`config.mk`:
```
export PLATFORM = sky130hd
export DESIGN_NAME = gold_descrambler
export DESIGN_NICKNAME = d
export VERILOG_FILES = /design/src/rtl/gold_descrambler.sv
export SDC_FILE = /design/constraint.sdc
export NUM_CORES = 1
export LEC_CHECK = 0
export BUFFER_PORTS_ARGS = -buffer_cell sky130_fd_sc_hd__buf_2
export CAP_MARGIN = 10
export CELL_PAD_IN_SITES_DETAIL_PLACEMENT = 2
export CELL_PAD_IN_SITES_GLOBAL_PLACEMENT = 2
export CORE_UTILIZATION = 41
export DETAILED_ROUTE_END_ITERATION = 10
export GPL_TIMING_DRIVEN = 0
export HOLD_SLACK_MARGIN = 0.1
export PLACE_DENSITY_LB_ADDON = 0.1
export SLEW_MARGIN = 20
export SYNTH_ARGS = -nofsm -noshare
export SYNTH_HDL_FRONTEND = slang
export SYNTH_SLANG_ARGS = --single-unit
```
`constraint.sdc`:
```
create_clock -name clk -period 6.5 [get_ports clk]
set_input_delay 1.95 -clock clk [delete_from_list [all_inputs] [get_ports clk]]
set_output_delay 1.95 -clock clk [all_outputs]
set_load 0.02 [all_outputs]
```
`src/rtl/gold_descrambler.sv`:
```
// Gold-sequence descrambler: pairs each incoming soft LLR with one buffered
// sequence bit and sign-flips (with saturation) the LLR when that bit is 1.
// A small bit FIFO decouples the sequence generator from LLR arrival.
module gold_descrambler #(
    parameter int LLR_W      = 8,
    parameter int NBITS      = 864,
    parameter int FIFO_DEPTH = 16
) (
    input  logic             clk,
    input  logic             rst,
    input  logic             start,
    input  logic             c_bit,
    input  logic             c_valid,
    input  logic [LLR_W-1:0] llr_in,
    input  logic             llr_valid,
    output logic             llr_ready,
    output logic [LLR_W-1:0] llr_out,
    output logic             out_valid,
    output logic             out_last,
    output logic             done,
    output logic             c_overflow
);

    localparam int AW = $clog2(FIFO_DEPTH);
    localparam int CW = $clog2(NBITS + 1);

    localparam logic [LLR_W-1:0] LLR_MIN = {1'b1, {(LLR_W-1){1'b0}}};
    localparam logic [LLR_W-1:0] LLR_MAX = ~LLR_MIN;

    typedef enum logic [1:0] {IDLE, RUN, FIN} state_t;

    state_t                  state;
    logic [CW-1:0]           cnt;
    logic [FIFO_DEPTH-1:0]   mem;
    logic [AW-1:0]           wr_ptr;
    logic [AW-1:0]           rd_ptr;
    logic [AW:0]             occ;

    logic             empty;
    logic             full;
    logic             xfer;
    logic             push;
    logic             push_ok;
    logic             seq_bit;
    logic             last_xfer;
    logic [LLR_W-1:0] llr_neg;

    assign empty     = (occ == '0);
    assign full      = (occ == (AW+1)'(FIFO_DEPTH));
    assign llr_ready = (state == RUN) && !empty;
    assign xfer      = llr_valid && llr_ready;
    // start flushes the FIFO, so a same-cycle sequence bit is discarded
    assign push      = (state == RUN) && c_valid && !start;
    // a pop in the same cycle frees the slot, so a push at full is still legal
    assign push_ok   = push && (!full || xfer);
    assign seq_bit   = mem[rd_ptr];
    assign last_xfer = xfer && (cnt == CW'(NBITS - 1));
    // the most negative code has no positive twin; clamp it to the maximum
    assign llr_neg   = (llr_in == LLR_MIN) ? LLR_MAX : (LLR_W'(0) - llr_in);

    // Sequence-bit FIFO with occupancy count and sticky overflow flag
    always_ff @(posedge clk or negedge rst) begin
        if (!rst) begin
            mem        <= '0;
            wr_ptr     <= '0;
            rd_ptr     <= '0;
            occ        <= '0;
            c_overflow <= 1'b0;
        end else if (start) begin
            wr_ptr     <= '0;
            rd_ptr     <= '0;
            occ        <= '0;
            c_overflow <= 1'b0;
        end else begin
            if (push_ok) begin
                mem[wr_ptr] <= c_bit;
                wr_ptr      <= wr_ptr + 1'b1;
            end
            if (xfer)
                rd_ptr <= rd_ptr + 1'b1;
            if (push_ok && !xfer)
                occ <= occ + 1'b1;
            else if (!push_ok && xfer)
                occ <= occ - 1'b1;
            if (push && !push_ok)
                c_overflow <= 1'b1;
        end
    end

    // Pass control: counts transfers and emits a one-cycle done in FIN
    always_ff @(posedge clk or negedge rst) begin
        if (!rst) begin
            state <= IDLE;
            cnt   <= '0;
            done  <= 1'b0;
        end else if (start) begin
            state <= RUN;
            cnt   <= '0;
            done  <= 1'b0;
        end else begin
            case (state)
                IDLE: done <= 1'b0;
                RUN: begin
                    if (xfer)
                        cnt <= cnt + 1'b1;
                    if (last_xfer) begin
                        state <= FIN;
                        done  <= 1'b1;
                    end
                end
                FIN: begin
                    state <= IDLE;
                    done  <= 1'b0;
                end
                default: begin
                    state <= IDLE;
                    done  <= 1'b0;
                end
            endcase
        end
    end

    // Output register: one-cycle latency, llr_out holds between transfers
    always_ff @(posedge clk or negedge rst) begin
        if (!rst) begin
            llr_out   <= '0;
            out_valid <= 1'b0;
            out_last  <= 1'b0;
        end else begin
            out_valid <= xfer;
            // a restart in the same cycle abandons the pass, so no last marker
            out_last  <= last_xfer && !start;
            if (xfer)
                llr_out <= seq_bit ? llr_neg : llr_in;
        end
    end

endmodule
```
==> results of run 1 <==
[state kept, by name (all words and copies together), names as in the netlist]
register,count
mem,16
cnt,10
llr_out,8
occ,5
rd_ptr,4
wr_ptr,4
state,2
c_overflow,1
done,1
out_last,1
out_valid,1
[layout by cell type (no fill, tap or decap), types with 2 or more instances in the layout]
cell type / instances
sky130_fd_sc_hd__a21o_1: 2
sky130_fd_sc_hd__a21oi_1: 11
sky130_fd_sc_hd__a221oi_1: 2
sky130_fd_sc_hd__a22oi_1: 3
sky130_fd_sc_hd__a31o_2: 4
sky130_fd_sc_hd__and3_1: 2
sky130_fd_sc_hd__buf_2: 30
sky130_fd_sc_hd__clkbuf_1: 6
sky130_fd_sc_hd__clkbuf_8: 5
sky130_fd_sc_hd__dfrtp_1: 53
sky130_fd_sc_hd__ha_1: 11
sky130_fd_sc_hd__inv_1: 7
sky130_fd_sc_hd__mux2_2: 18
sky130_fd_sc_hd__mux2i_1: 4
sky130_fd_sc_hd__mux4_2: 2
sky130_fd_sc_hd__nand2_1: 28
sky130_fd_sc_hd__nand2b_1: 6
sky130_fd_sc_hd__nand3_1: 13
sky130_fd_sc_hd__nand4_1: 2
sky130_fd_sc_hd__nor2_1: 26
sky130_fd_sc_hd__nor2b_1: 6
sky130_fd_sc_hd__nor3_1: 11
sky130_fd_sc_hd__nor3b_1: 2
sky130_fd_sc_hd__o21a_1: 2
sky130_fd_sc_hd__o21ai_0: 9
sky130_fd_sc_hd__or3_1: 4
sky130_fd_sc_hd__or3b_1: 2
sky130_fd_sc_hd__xnor2_1: 7
sky130_fd_sc_hd__xor2_1: 9
[cells by family after synthesis]
kind of cell / Yosys count / synth area share
DFF: 53 / 0.470
adders and majority gates: 12 / 0.0559
AOI/OAI and AO/OA: 43 / 0.101
muxes: 24 / 0.102
buffers and inverters: 21 / 0.0328
xor gates and xnor gates: 16 / 0.0497
and+or+nand+nor: 108 / 0.188
[final cells by class]
class                   instances  area (um^2)  area share
multi-input cells             203         1400       0.443
flip-flops and latches         53         1330       0.419
repair buffers                 26          133      0.0419
well taps                      77         96.3      0.0305
clock buffers                   5         68.8      0.0218
plain buffers                  13         62.6      0.0198
clock inverters                 3         46.3      0.0146
inverters                       8         30.0     0.00949
[routing by layer]
layer	GRT usage	vias to the layer above	wire [um]
met5	0	-	0
met4	0.0493	0	63
met3	0.0311	5	110
met2	0.364	18	3470
met1	0.287	1095	3290
li1	-	1035	-
[worst min-delay path: cells and delay by family (launching register included)]
kind,cells,cell delay [ps]
AO/OA/AOI/OAI,1,50
flip-flops,1,350
AND/OR/NAND/NOR,1,50
[final timing paths]
kind                       startpoint          to
max                             start      occ[4]
min                        llr_out[2]  llr_out[2]
max reg2reg                    occ[1]      occ[4]
min reg2reg                llr_out[2]  llr_out[2]
max in group asynchronous         rst      mem[5]
min in group asynchronous         rst      cnt[5]
[report_power, final]
part	internal [mW]	leakage, nW	switching, mW	total [mW]
registers	0.386	0.701	0.0453	0.431
logic	0.146	0.704	0.212	0.358
clock network	0.116	0.0543	0.117	0.232
total	0.647	1.46	0.374	1.02
[stage by stage]
stage / hold slack (ps) / cells / util
floorplan: 474 / 277 / -
global placement: 460 / 380 / 0.469
detailed placement: 461 / 380 / 0.469
CTS: 486 / 388 / 0.487
global route: 514 / 388 / 0.487
finish: 478 / 388 / 0.487
==> run summary, run 1 <==
### Synthesis
- **Synth Area per Inst** 10.2 um^2
- **most frequent cell after synthesis** sky130_fd_sc_hd__dfrtp_1
- **Post-synth EDFFs** 0
- **synthesis-stage register bit count** 53
- **Net Count, Synth** 303
- **leading cell types by total area after synthesis** sky130_fd_sc_hd__dfrtp_1 47%, sky130_fd_sc_hd__mux2_2 7.2%, sky130_fd_sc_hd__ha_1 4.9%, sky130_fd_sc_hd__nand2_1 3.7%, sky130_fd_sc_hd__nor2_1 3.5%
- **cell types with the highest counts after synthesis** 53 x sky130_fd_sc_hd__dfrtp_1, 28 x sky130_fd_sc_hd__nand2_1, 26 x sky130_fd_sc_hd__nor2_1
- **share of the synthesized area in the top cell type** 0.470
- **number of distinct library cell variants in the gate-level netlist after synthesis** 48
- **dominant cell type by area after synthesis** sky130_fd_sc_hd__dfrtp_1
- **post-synth design cell area** 0.00282 mm^2
- **FFs w/ async S/R, synth** 1.00
- **Synth warnings** 0
- **share of the yosys chip area belonging to registers** 0.470
- **ys flop type** sky130_fd_sc_hd__dfrtp_1
- **Post-Syn Instances** 277

### Worst setup path
- **startpoint type of the worst setup path** input pin
- **Setup CP Type** in -> reg
- **crit-path leading delay family** compound AO/OA/AOI/OAI gates
- **Most common cell on crit path** sky130_fd_sc_hd__nor3b_1
- **type of element capturing the critical path** flip-flop
- **register-to-register setup slack** 2770 ps
- **cell-by-cell trace of the critical path** buf_2 -> nor3b_1 -> o311a_1 -> buf_6 -> nand2_1 -> fa_1 -> a21o_1 -> a21oi_1 -> nor3b_1 -> a311oi_1 -> a211oi_1 -> a41o_1
- **Crit path arrival time** 4800 ps
- **Buf+Inv Stages, Crit Path** 2
- **critical path depth** 12
- **length in cells of the worst reg-to-reg path** 11
- **Slowest Stage Delay on Critical Path** 480 ps
- **required time worst endpoint** 6700 ps
- **maximum fanout along the worst path** 9
- **Critical Path Slowest Stage Cell** sky130_fd_sc_hd__fa_1

### Placed design
- **Worst Setup Slack post-DPL** 1640 ps
- **final weighted congestion of routability-driven global placement** 0.752
- **count of buffers inserted at the top-level ports** 26
- **total half-perimeter wirelength after legalization and detailed placement** 4930 um
- **placed cell area** 0.00305 mm^2

### Detailed routing
- **aggregate routed wire length** 6930 um
- **via total after detailed routing** 2153
- **average wire per standard cell** 17.9 um
- **Pre-antenna DRT Iters** 7
- **residual DRC count** 2
- **DR vias/cell** 5.55
- **Starting DRT DRC Count** 75
- **antenna-violating nets left** 0

### Floorplan
- **die outline width** 84.9 um
- **initial cell density of the core** 0.434
- **Die Area** 0.00721 mm^2
- **top-level port count** 27
- **Std-Cell Core Area** 0.00649 mm^2
- **floorplan die height** 84.9 um
- **standard-cell rows** 29

### Global route
- **global-route wire length before repair** 12000 um
- **total routing usage reported by global routing** 0.213
- **largest net degree at the start of global routing** 54
- **number of global-route vias before repair** 2359
- **antenna violations before repair** 0
- **total congestion overflow after global routing** 0

### STA
- **Max transition margin** 0.539
- **setup repair after global routing missed its margin** false
- **Pins Over Slew Limit** 0
- **top achievable clock speed** 218 MHz
- **total of endpoints with negative setup slack in the final report** 0
- **worst clock skew on the final layout** 7.90 ps
- **slew at the pin with the worst max-slew slack** 692 ps
- **clock period minus worst slack** 4590 ps
- **crit path setup slack, layout** 1910 ps
- **Hold Vio Cnt, Final** 0
- **period utilization** 0.707
- **setup_tns** 0 ps

### Pwr
- **total power consumption of the routed design** 1.02 mW
- **VDD IR max** 0.151 mV
- **power per unit of standard cell area** 323 mW/mm^2
- **Leakage** 1.46 nW

### Final layout
- **final non-filler cell area** 0.00316 mm^2
- **layout cell share with drive strength beyond 1** 0.215
- **# fillers** 718
- **diode count** 0
- **layout overhead on the synthesized area** 12.2%
- **total number of nets in the final design** 336

### Clock tree
- **number of cells upsized or downsized after cts** 0
- **Root Buffer Master** sky130_fd_sc_hd__clkbuf_8
- **Clk Latency, worst-skew pair** 310 ps
- **CTS H-tree lvls** 2
- **Sinks on Clock Net** 53
- **number of buffers added by the clock tree synthesis step** 5
- **setup bufs post-CTS** 0
- **number of hold buffers added after CTS** 0
- **TritonCTS clock tree** built
- **maximum number of buffers from clock root to sink** 2
- **Clk pin slew, worst setup/hold paths** 110 ps

### Job
- **max-cap violations** 0

### Min path
- **Hold WC Path Type** reg -> reg
- **hold path depth** 2

### Run status
- **run status** finished with violations
- **violated checks** DRC

Power figures use the tool's default switching activity.
==> run 2: changes to the inputs <==
--- a/config.mk
+++ b/config.mk
@@ -5,11 +5,12 @@
 export SDC_FILE = /design/constraint.sdc
 export NUM_CORES = 1
 export LEC_CHECK = 0
+export ABC_AREA = 1
 export BUFFER_PORTS_ARGS = -buffer_cell sky130_fd_sc_hd__buf_2
 export CAP_MARGIN = 10
 export CELL_PAD_IN_SITES_DETAIL_PLACEMENT = 2
 export CELL_PAD_IN_SITES_GLOBAL_PLACEMENT = 2
-export CORE_UTILIZATION = 41
+export CORE_UTILIZATION = 34
 export DETAILED_ROUTE_END_ITERATION = 10
 export GPL_TIMING_DRIVEN = 0
 export HOLD_SLACK_MARGIN = 0.1
==> constraint.sdc (replaced) <==
create_clock -name clk -period 4.4 [get_ports clk]
set_input_delay 1.32 -clock clk [delete_from_list [all_inputs] [get_ports clk]]
set_output_delay 1.32 -clock clk [all_outputs]
set_load 0.02 [all_outputs]
==> run 2 against run 1 <==
  * The run now ends clean
  * Via count is 40% higher
  * Cell count is 57% higher
  * Critical endpoint unchanged
  * Critical path type unchanged
  * Register-to-register slack worse by 870 ps
  * Total power is 60% higher
==> run summary, run 2 <==
### STA
- **setup_tns** 0 ps
- **top achievable clock speed** 325 MHz
- **slew at the pin with the worst max-slew slack** 695 ps
- **final hold slack** 484 ps
- **Max transition margin** 0.537
- **total of endpoints with negative setup slack in the final report** 0
- **setup repair after global routing missed its margin** false
- **Pins Over Slew Limit** 0
- **worst clock skew on the final layout** 12.7 ps
- **Hold Vio Cnt, Final** 0
- **clock period minus worst slack** 3080 ps
- **period utilization** 0.700

### Detailed routing
- **DR vias/cell** 4.95
- **via total after detailed routing** 3022
- **average wire per standard cell** 14.9 um
- **Pre-antenna DRT Iters** 4
- **antenna-violating nets left** 0
- **Starting DRT DRC Count** 47
- **aggregate routed wire length** 9120 um
- **residual DRC count** 0

### Clock tree
- **maximum number of buffers from clock root to sink** 2
- **Root Buffer Master** sky130_fd_sc_hd__clkbuf_8
- **setup bufs post-CTS** 0
- **TritonCTS clock tree** built
- **number of buffers added by the clock tree synthesis step** 5
- **number of cells upsized or downsized after cts** 0
- **Clk pin slew, worst setup/hold paths** 100 ps
- **Sinks on Clock Net** 53
- **Clk Latency, worst-skew pair** 310 ps
- **number of hold buffers added after CTS** 0
- **CTS H-tree lvls** 2

### Synthesis
- **ys flop type** sky130_fd_sc_hd__dfrtp_1
- **share of the synthesized area in the top cell type** 0.408
- **Synth warnings** 0
- **Net Count, Synth** 474
- **post-synth design cell area** 0.00325 mm^2
- **number of distinct library cell variants in the gate-level netlist after synthesis** 31
- **Synth Area per Inst** 7.25 um^2
- **most frequent cell after synthesis** sky130_fd_sc_hd__nand2_1
- **Post-synth EDFFs** 0
- **FFs w/ async S/R, synth** 1.00
- **cell types with the highest counts after synthesis** 139 x sky130_fd_sc_hd__nand2_1, 68 x sky130_fd_sc_hd__nand3_1, 53 x sky130_fd_sc_hd__dfrtp_1
- **dominant cell type by area after synthesis** sky130_fd_sc_hd__dfrtp_1
- **synthesis-stage register bit count** 53
- **share of the yosys chip area belonging to registers** 0.408
- **Post-Syn Instances** 448
- **leading cell types by total area after synthesis** sky130_fd_sc_hd__dfrtp_1 41%, sky130_fd_sc_hd__nand2_1 16%, sky130_fd_sc_hd__nand3_1 10%, sky130_fd_sc_hd__inv_1 5.4%, sky130_fd_sc_hd__nor2_1 4.9%

### Worst setup path
- **startpoint type of the worst setup path** input pin
- **Setup CP Type** in -> reg
- **maximum fanout along the worst path** 12
- **required time worst endpoint** 4610 ps
- **type of element capturing the critical path** flip-flop
- **Crit path arrival time** 3300 ps

### Final layout
- **most frequent standard cell in the layout excluding fill and tap cells** sky130_fd_sc_hd__nand2_1
- **final std cells w/o fill** 611
- **number of flip-flops in the largest register** 16
- **layout overhead on the synthesized area** 12.6%
- **most used cells in the layout excluding fill and tap cells** 139 x sky130_fd_sc_hd__nand2_1, 68 x sky130_fd_sc_hd__nand3_1, 53 x sky130_fd_sc_hd__dfrtp_1
- **Largest regs** mem: 16 flops, cnt: 10 flops, llr_out: 8 flops
- **layout cell share with drive strength beyond 1** 0.118
- **diode count** 0
- **Top reg by flops** mem
- **total number of nets in the final design** 507

### Pwr
- **Switching Power** 669 uW
- **Leakage** 1.82 nW
- **power per unit of standard cell area** 447 mW/mm^2
- **clock network fraction of total power** 0.216
- **sequential fraction of design power** 0.385
- **VDD IR max** 0.189 mV
- **switching fraction of total power** 0.409
- **cell internal power dissipation** 965 uW
- **Comb pwr share** 0.400

### Global route
- **total congestion overflow after global routing** 0
- **largest net degree at the start of global routing** 54
- **global-route wire length before repair** 15900 um
- **total routing usage reported by global routing** 0.201
- **number of global-route vias before repair** 3314
- **antenna violations before repair** 0

### Floorplan
- **Die Area** 0.00994 mm^2
- **standard-cell rows** 35
- **die outline width** 99.7 um
- **floorplan die height** 99.7 um
- **Std-Cell Core Area** 0.00924 mm^2
- **top-level port count** 27
- **initial cell density of the core** 0.351

### Run status
- **run status** finished clean

### Min path
- **Hold WC Path Type** reg -> reg

### Placed design
- **total half-perimeter wirelength after legalization and detailed placement** 6910 um
- **Placed Instances** 603
- **count of buffers inserted at the top-level ports** 26
- **final weighted congestion of routability-driven global placement** 0.759

### Job
- **max-cap violations** 0

run 2: cell types whose count changed after synthesis, moves of 7 or more:
cell	delta
sky130_fd_sc_hd__nand2_1	+111
sky130_fd_sc_hd__nand4_1	+7
sky130_fd_sc_hd__mux2_2	-18
sky130_fd_sc_hd__nor2_1	+16
sky130_fd_sc_hd__o21ai_0	+12
sky130_fd_sc_hd__nand3_1	+55
sky130_fd_sc_hd__xnor2_1	-7
sky130_fd_sc_hd__inv_1	+40
run 2: final cells by class:
cell class | instances | area, um^2
plain buffers | 10 | 67.6
inverters | 52 | 198
well taps | 129 | 161
flip-flops and latches | 53 | 1330
multi-input cells | 333 | 1660
clock buffers | 7 | 86.3
clock inverters | 1 | 30.0
repair buffers | 26 | 133
fillers | 1127 | 5580
run 2: per-layer routing:
layer | track usage | up-vias | wire length (um)
met3 | 0.0253 | 5 | 120
met5 | 0 | - | 0
met2 | 0.371 | 21 | 4670
li1 | - | 1508 | -
met4 | 0.0441 | 0 | 74
met1 | 0.249 | 1488 | 4250
run 2: logic make-up (layout without fill, tap and decap cells):
group                      count (synthesis)  count (layout)  share of synthesized area
buffers and inverters                     62              96                     0.0817
DFF                                       53              53                      0.408
adders and majority gates                 12              12                     0.0486
and+or+nand+nor                          278             278                      0.384
xor gates and xnor gates                   5               5                     0.0135
AOI/OAI and AO/OA                         38              38                     0.0640
run 2: through the flow:
| step | total power [mW] | setup WS (ps) | util | instance area [um^2] |
|---|---|---|---|---|
| 3_5_place_dp | 1.30 | 1010 | 0.383 | 3540 |
| 5_1_grt | 1.77 | 1130 | 0.396 | 3660 |
| 4_1_cts | 1.67 | 1290 | 0.396 | 3660 |
| 2_1_floorplan | 1.09 | 1570 | - | 3250 |
| 3_3_place_gp | 1.27 | 1130 | 0.383 | 3540 |
| 6_report | 1.63 | 1320 | 0.396 | 3660 |
run 2: critical path, stage by stage:
cell and delay [ps]:
sky130_fd_sc_hd__buf_2 150, sky130_fd_sc_hd__inv_2 210, sky130_fd_sc_hd__nand3_4 140, sky130_fd_sc_hd__inv_4 140
sky130_fd_sc_hd__nand3_4 190, sky130_fd_sc_hd__ha_1 380, sky130_fd_sc_hd__a21oi_1 220, sky130_fd_sc_hd__nand3_1 110
sky130_fd_sc_hd__nand2_1 110, sky130_fd_sc_hd__inv_1 50, sky130_fd_sc_hd__nand2_1 80, sky130_fd_sc_hd__nand2_1 70
sky130_fd_sc_hd__nand2_1 80, sky130_fd_sc_hd__nand2_1 50
run 2: final timing paths:
kind	from	end	slack, ps	cells past startpoint
min in group asynchronous	rst	cnt[8]	1030	1
worst max register to register	occ[1]	occ[4]	1900	14
worst max-delay path	start	occ[4]	1320	14
worst min-delay path	llr_out[6]	llr_out[6]	480	2
worst min register to register	llr_out[6]	llr_out[6]	480	2
max in group asynchronous	rst	mem[7]	2890	1
run 2: power groups by stage:
stage	logic, mW	clock network [mW]	registers (mW)
6_report	0.653	0.352	0.628
5_1_grt	0.753	0.376	0.641
4_1_cts	0.674	0.363	0.630
3_5_place_dp	0.664	0	0.639
3_3_place_gp	0.633	0	0.635
2_1_floorplan	0.418	0	0.671
